`src/rtl/range_norm_pipe.sv`:
```
`default_nettype none
// ============================================================================
//  Module   : range_norm_pipe
//  Purpose  : Range-coder update stage. Scales the internally held range R by
//             the CDF operands, selects the new sub-range (boolean or
//             multi-symbol path), renormalises it with a leading-zero shift
//             and counts the shift bits. One registered output beat per
//             accepted symbol, with a valid/ready handshake on both sides.
//  Ports    : clk, reset (sync, active-high), start (re-init R / bit_count)
//             in_valid/in_ready, UU, VV, lut_u, lut_v, COMP_mux_1, symbol,
//             bool                                      -- input beat
//             out_valid/out_ready, u, v_bool, initial_range, out_range, out_d,
//             bool_symbol, COMP_mux_1_out               -- output beat
//             bit_count (accumulated shifts), err (sticky zero-range flag)
//  Config   : RANGE_NORM_ZERO_CHECK_EN -- when defined, a zero new range sets
//             err and leaves R / bit_count untouched. When undefined, err is
//             tied low and a zero range normalises like any other value.
//  Revision : 1.0 -- initial release
// ============================================================================
module range_norm_pipe #(
    parameter int RANGE_WIDTH  = 16,
    parameter int D_SIZE       = 5,
    parameter int SYMBOL_WIDTH = 4,
    parameter int CNT_WIDTH    = 32
) (
    input  logic                    clk,
    input  logic                    reset,
    input  logic                    start,
    input  logic                    in_valid,
    output logic                    in_ready,
    input  logic [RANGE_WIDTH-1:0]  UU,
    input  logic [RANGE_WIDTH-1:0]  VV,
    input  logic [RANGE_WIDTH-1:0]  lut_u,
    input  logic [RANGE_WIDTH-1:0]  lut_v,
    input  logic                    COMP_mux_1,
    input  logic [SYMBOL_WIDTH-1:0] symbol,
    input  logic                    bool,
    output logic                    out_valid,
    input  logic                    out_ready,
    output logic [RANGE_WIDTH:0]    u,
    output logic [RANGE_WIDTH:0]    v_bool,
    output logic [RANGE_WIDTH-1:0]  initial_range,
    output logic [RANGE_WIDTH-1:0]  out_range,
    output logic [D_SIZE-1:0]       out_d,
    output logic [1:0]              bool_symbol,
    output logic                    COMP_mux_1_out,
    output logic [CNT_WIDTH-1:0]    bit_count,
    output logic                    err
);

    localparam logic [RANGE_WIDTH-1:0] c_range_init = RANGE_WIDTH'(1) << (RANGE_WIDTH - 1);
    localparam logic [RANGE_WIDTH:0]   c_bool_ofs   = (RANGE_WIDTH + 1)'(4);

    // ------------------------------------------------------------------------
    // State and output registers
    // ------------------------------------------------------------------------
    logic [RANGE_WIDTH-1:0] r_range;
    logic [CNT_WIDTH-1:0]   r_bit_count;
    logic                   r_out_valid;
    logic [RANGE_WIDTH:0]   r_u;
    logic [RANGE_WIDTH:0]   r_v_bool;
    logic [RANGE_WIDTH-1:0] r_initial_range;
    logic [RANGE_WIDTH-1:0] r_out_range;
    logic [D_SIZE-1:0]      r_out_d;
    logic [1:0]             r_bool_symbol;
    logic                   r_comp_mux_1_out;

    // ------------------------------------------------------------------------
    // Datapath
    // ------------------------------------------------------------------------
    logic                   w_accept;
    logic [7:0]             w_rr;
    logic [RANGE_WIDTH+1:0] w_rr_x;
    logic [RANGE_WIDTH+1:0] w_uu_x;
    logic [RANGE_WIDTH+1:0] w_vv_x;
    logic [RANGE_WIDTH:0]   w_uhalf;
    logic [RANGE_WIDTH:0]   w_vhalf;
    logic [RANGE_WIDTH:0]   w_u;
    logic [RANGE_WIDTH:0]   w_v;
    logic [RANGE_WIDTH:0]   w_v_bool;
    logic [RANGE_WIDTH-1:0] w_new_range;
    logic [D_SIZE-1:0]      w_d;
    logic [RANGE_WIDTH-1:0] w_norm;
    logic                   w_zero;

    assign in_ready = (!r_out_valid || out_ready) && !start;
    assign w_accept = in_valid && in_ready;

    // Top 8 bits of the range act as the scale factor.
    assign w_rr   = r_range[RANGE_WIDTH-1 -: 8];

    // Products are formed two bits wider than the result so that after the
    // >>1 every one of the RANGE_WIDTH+1 result bits is exact.
    assign w_rr_x = {{(RANGE_WIDTH - 6){1'b0}}, w_rr};
    assign w_uu_x = {2'b00, UU};
    assign w_vv_x = {2'b00, VV};

    assign w_uhalf  = (RANGE_WIDTH + 1)'((w_rr_x * w_uu_x) >> 1);
    assign w_vhalf  = (RANGE_WIDTH + 1)'((w_rr_x * w_vv_x) >> 1);
    assign w_u      = w_uhalf + {1'b0, lut_u};
    assign w_v      = w_vhalf + {1'b0, lut_v};
    assign w_v_bool = w_vhalf + c_bool_ofs;

    always_comb begin
        w_new_range = '0;
        if (bool) begin
            if (symbol[0]) begin
                w_new_range = w_v_bool[RANGE_WIDTH-1:0];
            end else begin
                w_new_range = r_range - w_v_bool[RANGE_WIDTH-1:0];
            end
        end else begin
            if (COMP_mux_1) begin
                w_new_range = w_u[RANGE_WIDTH-1:0] - w_v[RANGE_WIDTH-1:0];
            end else begin
                w_new_range = r_range - w_v[RANGE_WIDTH-1:0];
            end
        end
    end

    // Leading-zero count; an all-zero range yields RANGE_WIDTH.
    always_comb begin
        logic found;
        w_d   = D_SIZE'(RANGE_WIDTH);
        found = 1'b0;
        for (int i = RANGE_WIDTH - 1; i >= 0; i--) begin
            if (!found && w_new_range[i]) begin
                w_d   = D_SIZE'(RANGE_WIDTH - 1 - i);
                found = 1'b1;
            end
        end
    end

    // A shift by RANGE_WIDTH clears the value, so the zero case needs no
    // special handling here.
    assign w_norm = w_new_range << w_d;
    assign w_zero = (w_new_range == '0);

    // ------------------------------------------------------------------------
    // Range state, bit counter and optional zero-range error
    // ------------------------------------------------------------------------
`ifdef RANGE_NORM_ZERO_CHECK_EN
    logic r_err;

    always_ff @(posedge clk) begin
        if (reset) begin
            r_range     <= c_range_init;
            r_bit_count <= '0;
            r_err       <= 1'b0;
        end else if (start) begin
            r_range     <= c_range_init;
            r_bit_count <= '0;
        end else if (w_accept) begin
            if (w_zero) begin
                r_err <= 1'b1;
            end else begin
                r_range     <= w_norm;
                r_bit_count <= r_bit_count + CNT_WIDTH'(w_d);
            end
        end
    end

    assign err = r_err;
`else
    always_ff @(posedge clk) begin
        if (reset) begin
            r_range     <= c_range_init;
            r_bit_count <= '0;
        end else if (start) begin
            r_range     <= c_range_init;
            r_bit_count <= '0;
        end else if (w_accept) begin
            r_range     <= w_norm;
            r_bit_count <= r_bit_count + CNT_WIDTH'(w_d);
        end
    end

    assign err = 1'b0;

    // Zero detection only matters for the error path.
    logic w_zero_unused;
    assign w_zero_unused = w_zero;
`endif

    // ------------------------------------------------------------------------
    // Output beat register
    // ------------------------------------------------------------------------
    always_ff @(posedge clk) begin
        if (reset) begin
            r_out_valid      <= 1'b0;
            r_u              <= '0;
            r_v_bool         <= '0;
            r_initial_range  <= '0;
            r_out_range      <= '0;
            r_out_d          <= '0;
            r_bool_symbol    <= '0;
            r_comp_mux_1_out <= 1'b0;
        end else begin
            if (w_accept) begin
                r_out_valid      <= 1'b1;
                r_u              <= w_u;
                r_v_bool         <= w_v_bool;
                r_initial_range  <= r_range;
                r_out_range      <= w_norm;
                r_out_d          <= w_d;
                r_bool_symbol    <= {bool, symbol[0]};
                r_comp_mux_1_out <= COMP_mux_1;
            end else if (out_ready) begin
                r_out_valid <= 1'b0;
            end
        end
    end

    assign out_valid      = r_out_valid;
    assign u              = r_u;
    assign v_bool         = r_v_bool;
    assign initial_range  = r_initial_range;
    assign out_range      = r_out_range;
    assign out_d          = r_out_d;
    assign bool_symbol    = r_bool_symbol;
    assign COMP_mux_1_out = r_comp_mux_1_out;
    assign bit_count      = r_bit_count;

endmodule
`default_nettype wire

```
`config.mk`:
```
export PLATFORM = sky130hd
export DESIGN_NAME = range_norm_pipe
export DESIGN_NICKNAME = d
export VERILOG_FILES = /design/src/rtl/range_norm_pipe.sv
export SDC_FILE = /design/constraint.sdc
export NUM_CORES = 1
export LEC_CHECK = 0
export ABC_AREA = 0
export CAP_MARGIN = 20
export CORE_MARGIN = 8
export CORE_UTILIZATION = 40
export DETAILED_ROUTE_END_ITERATION = 8
export GPL_TIMING_DRIVEN = 0
export PLACE_DENSITY = 0.71
export SETUP_SLACK_MARGIN = 0.1
export SLEW_MARGIN = 10
export SYNTH_ARGS = -nofsm -noshare
export SYNTH_HDL_FRONTEND = slang
export SYNTH_SLANG_ARGS = --single-unit
```
`constraint.sdc`:
```
create_clock -name clk -period 15.6 [get_ports clk]
set_input_delay 4.68 -clock clk [delete_from_list [all_inputs] [get_ports clk]]
set_output_delay 4.68 -clock clk [all_outputs]
set_load 0.005 [all_outputs]
```
======== Word-level counts from Yosys, hierarchy flattened ========
Index checks and enable logic that the tools add are counted.
operators by class
  $add $sub $neg .......................... 7
  multipliers ............................. 2
  shifts and indexed selects .............. 1
  mux-type cells .......................... 36
  reductions and logical operators ........ 37
operators by type and width
  operator                 number
  $mux W5                  16
  $mux W16                 3
  $sub A16 B16 Y16         3
  $mul A8 B16 Y18          2
  $add A32 B5 Y32          1
  $add A17 B16 Y17         1
  $add A17 B3 Y17 const B  1
  $logic_and A1 B1 Y1      17
  $logic_not A1 Y1         17
  $mux W1                  17
  $add A16 B16 Y16         1
  $shl A16 B5 Y16          1
  $reduce_bool A2 Y1       1
  $reduce_or A2 Y1         1
  $logic_or A1 B1 Y1       1
word-level totals
  register bits after elaboration ......... 123
  output and inout bits ................... 109

======== Depth between registers and ports, before layout ========
  depth in word-level cells ............... 52
  depth in mapped cells ................... 52
  gate-level depth less buffers ........... 49

======== Worst setup path after synthesis ========
OpenSTA, ideal clock, no wires.
  kind .................................... input port to flip-flop
  start point ............................. in VV[0]
  end point ............................... reg r_bit_count[30] (netlist: bit_count[30])
  setup time .............................. 70 ps
  data arrival time ....................... 14020 ps
  path slack .............................. 1510 ps
  stages .................................. 47
  path through ............................ nand2_1 fa_1 fa_1 inv_1 fa_1 inv_1 fa_1 inv_1 ha_1 buf_6 a21oi_2 o21bai_2 or3_1 and2_1 ha_1 inv_1 a21oi_1 o21ai_0 (+11 left out) o211ai_1 nand2_1 or2_1 buf_4 a21oi_4 buf_2 ha_1 inv_1 fa_1 nor2b_1 o21ai_0 nand2b_1 a21oi_1 nor2_1 and3_1 nand2b_1 or3_1 a21oi_1
between the ends
  word-level cells in the longest chain between the ends .. 52
  elaborated cells between the ends (all ways) .. 71
  classes of those cells .................. add/sub: 6; mul: 1; mux: 34; reduce/logical: 30
RTL lines
  what                                                 RTL line       RTL
  start: declaration                                   32             input logic [RANGE_WIDTH-1:0] VV,
  $mul A8 B16 Y18 (*)                                  99             assign w_vhalf = (RANGE_WIDTH + 1)'((w_rr_x * w_vv_x) >> 1);
  $add A17 B3 Y17 or $add A16 B16 Y16 (tied branches)  102, 101
  $sub A16 B16 Y16 (on tied branches)                  110, 114, 116
  $mux W16 (on tied branches)                          107, 113
  $mux W16 (*)                                         106            if (bool) begin
  $mux W1                                              127            if (!found && w_new_range[i]) begin
  $logic_not A1 Y1                                     127
  $logic_and A1 B1 Y1                                  127
  (+37 left out)                                       n/a
  $logic_not A1 Y1                                     127
  $logic_and A1 B1 Y1                                  127
  $mux W1                                              127
  $logic_not A1 Y1                                     127
  $logic_and A1 B1 Y1                                  127
  $mux W5 (*)                                          127
  via w_d[0]                                           82             logic [D_SIZE-1:0] w_d;
  $add A32 B5 Y32 (*)                                  174            r_bit_count <= r_bit_count + CNT_WIDTH'(w_d);
  end signal: assignment                               174
  end: declaration                                     58             logic [CNT_WIDTH-1:0] r_bit_count;
The timed path passes the listed nets; every way through them passes the cells marked *.
A chain may end at the register's enable or synchronous reset.

======== Final worst setup path ========
  start point ............................. in UU[4]
  end point ............................... reg r_bit_count[30] (netlist: bit_count[30])
between the ends
  word-level cells in the longest chain between the ends .. 52
  elaborated cells between the ends (all ways) .. 67
  classes of those cells .................. add/sub: 3; mul: 1; mux: 33; reduce/logical: 30
RTL lines
  what                  RTL line  RTL
  start: declaration    31        input logic [RANGE_WIDTH-1:0] UU,
  $mul A8 B16 Y18 (*)   98        assign w_uhalf = (RANGE_WIDTH + 1)'((w_rr_x * w_uu_x) >> 1);
  $add A17 B16 Y17 (*)  100       assign w_u = w_uhalf + {1'b0, lut_u};
  $sub A16 B16 Y16 (*)  114       w_new_range = w_u[RANGE_WIDTH-1:0] - w_v[RANGE_WIDTH-1:0];
  $mux W16 (*)          113       if (COMP_mux_1) begin
  $mux W16 (*)          106
  $mux W1               127
  $logic_not A1 Y1      127
  $logic_and A1 B1 Y1   127
  (+37 left out)        n/a
  $logic_not A1 Y1      127
  $logic_and A1 B1 Y1   127
  $mux W1               127
  $logic_not A1 Y1      127
  $logic_and A1 B1 Y1   127
  $mux W5 (*)           127
  via w_d[0]            82
  $add A32 B5 Y32 (*)   174
Marks and branches as above.

==> results.toml <==
[cts]
clk_latency_ns = 0.43
cts_inserted_buffers = 17
htreeDepth = 4
cts_buffer_depth = 2
cts_sinks = 123
clk_pin_slew_ns = 0.06
cts_tree = "yes"
cts_root_buffer = "clkbuf_16"

[sta]
period_share_pct = 95.6
setup_violations = 0
rsz0062_at_grt = "no"
worst_pin_slew_ns = 1.04
skew_ns = 0.0145
report.final.slew_viol_count = 0
slew_headroom_pct = 29.9
hold_viol_final = 0
timing.final.crit_period_ns = 14.92
fmax_mhz = 67.0

[worst_hold_path]
hold_start = "out_d[1]$_SDFFE_PP0P_"
hp-class = "reg2reg"
min_to = "out_d[1]$_SDFFE_PP0P_"
hold_path_depth = 2

[setup_path]
crit_type = "in2reg"
slowest_delay_ns = 0.64
path_max_fanout = 10
rrSetupSlack_ns = 3.85
required_ns = 15.95
timing.rr.start = "r_range[13]$_SDFFE_PP0P_"
ff2ff_path_depth = 49
reg2reg_to = "bit_count[30]$_SDFFE_PP0P_"
arrival_ns = 15.27
worstSetupStartpointType = "primary input"
worst_setup_path_end_kind = "flip-flop"
critPathSlowestCell = "clkdlybuf4s50_1"

[floorplan]
io_pins = 184
die-area_sq_um = 46900
core_area_sq_um = 39700
fp.dieW_um = 217
fp.dieH_um = 217
initial_utilization_pct = 40.5
rows = 73

[global_routing]
grt_max_degree = 17
grt.overflow.total = 0
grt_usage_pct = 23.7
grt_pass1_vias = 15300
grt_first_pass_wirelength_um = 88300
antenna_found_initial = 1

[synth]
seq_area_frac_synth_pct = 15.3
syn_inst = 2002
yosysMostFrequentCell = "nand2_1"
yosys_warnings = 0
ys_ff_latch = 123
synth_fp_nets = 2346
synth_edf_count = 0
synth_top_area_cell = "fa_1"
yosysTopAreaCellShare_pct = 18.3
async_flop_share_pct = 0
yosys.cell_types.count = 103
ys_top_cells_by_area = "fa_1 (18%), dfxtp_1 (15%), ha_1 (9.5%)"
netlist_area_sq_um = 16100
avgSynthCellArea_sq_um = 8.04
ys.flop_type = "dfxtp_1"
synthTopCellsByCount = "nand2_1 (259), inv_1 (219), and2_1 (162), fa_1 (147), a21oi_1 (141)"

[final_layout]
nets = 2550
regArea_sq_um = 2460
drive_gt1_share_pct = 5.95
area_growth_pct = 19.6
fillers = 3844
antenna_cells = 0
design_area_sq_um = 19200
multiInputGateArea_sq_um = 12500

[route]
drt-pass1-iter-count = 8
wirelength_um = 56300
dr.first_iter.drc_count = 1306
drcViolationCount = 0
drtAntennaViolNets = 0
avgRoutedWirePerCell_um = 20.5
viasPerCell = 5.58
vias = 15300

[run]
drv_cap = 0

[placed_design]
gp_congestion = 0.936
post-dp-hpwl_um = 46200
io_buffers = 178
place_area_sq_um = 18500

[outcome]
outcome = "finished clean"
[metal layers]
| layer | vias up | track usage (%) | part of all wire [%] |
|---|---|---|---|
| met1 | 7509 | 30.8 | 42 |
| met2 | 573 | 39.5 | 48 |
| met3 | 113 | 3.59 | 6.7 |
| met5 | - | 0 | 0.023 |
| li1 | 7117 | - | - |
| met4 | 2 | 8.68 | 3.5 |
[cell usage in the layout (no fill, tap or decap), drive strengths merged, types with 31 or more instances in the layout]
master / synthesis / routed
a211oi: 36 / 36
a21oi: 144 / 144
and2: 162 / 162
clkbuf: 64 / 82
clkdlybuf4s50: 0 / 166
dfxtp: 123 / 123
fa: 147 / 147
ha: 122 / 122
inv: 225 / 235
nand2: 260 / 260
nand3: 43 / 43
nor2: 127 / 127
nor3: 31 / 31
o21ai: 75 / 75
xnor2: 63 / 63
xor2: 51 / 51
[final cells by class]
cell class / count / share of cell area, %
clock inverters: 15 / 0.767
repair buffers: 185 / 9.69
flip-flops and latches: 123 / 12.8
clock buffers: 17 / 2.21
inverters: 225 / 4.39
plain buffers: 77 / 1.73
multi-input cells: 1577 / 65.0
well taps: 525 / 3.41
[registers in the layout (all words and copies together) (netlist names)]
register        flops
u                  17
bool_symbol         2
r_range            16
out_range          16
v_bool             17
bit_count          32
out_d               5
out_valid           1
COMP_mux_1_out      1
initial_range      16
[worst max-delay path by stage]
stage                     startpoint                          to  slack (ns)  cells past startpoint
after floorplan                VV[0]  bit_count[30]$_SDFFE_PP0P_        1.51                     47
after global placement         VV[4]  bit_count[30]$_SDFFE_PP0P_       -0.49                     46
after detailed placement       VV[1]  bit_count[30]$_SDFFE_PP0P_       -0.62                     46
after CTS                      VV[1]  bit_count[30]$_SDFFE_PP0P_        0.03                     46
after global routing           UU[4]  bit_count[31]$_SDFFE_PP0P_        0.08                     46
final                          UU[4]  bit_count[30]$_SDFFE_PP0P_        0.68                     46
[what timing repair did]
item | in CTS | in global routing
setup endpoints to repair | 8 | 27
gates resized for setup | 3 | 27
hold buffers | 0 | 0
hold endpoints to repair | 0 | 0
setup buffers | 0 | 7
pin swaps | 0 | 3
[worst max-delay path, delay by kind of cell]
kind | cells | cell delay (ns)
xor gates and xnor gates | 2 | 0.33
adders and majority gates | 9 | 3.59
buffers and inverters | 8 | 1.52
and+or+nand+nor | 12 | 2.40
AOI/OAI and AO/OA | 14 | 2.43
muxes | 1 | 0.33
[per-stage QoR]
stage	utilization (%)	setup slack, ns	setup TNS (ns)	hold WS [ns]	std cells
detailed placement	46.6	-0.620	-5.36	0.448	2705
global placement	46.6	-0.494	-2.92	0.440	2705
CTS	48.1	0.0285	0	0.457	2737
floorplan	-	1.51	0	0.446	2002
global route	48.4	0.0817	0	0.476	2744
finish	48.4	0.682	0	0.453	2744
[logic make-up after synthesis]
kind of cell               after synthesis  synth area share [%]
and+or+nand+nor                        742                  23.5
AOI/OAI and AO/OA                      414                  17.2
buffers and inverters                  302                  7.30
adders and majority gates              269                  27.8
DFF                                    123                  15.3
xor gates and xnor gates               114                  6.46
muxes                                   37                  2.46
other                                    1                0.0233
Power is left out: the tool's default activity adds up to more than one toggle a clock period on the data nets, which glitch-free logic cannot reach.
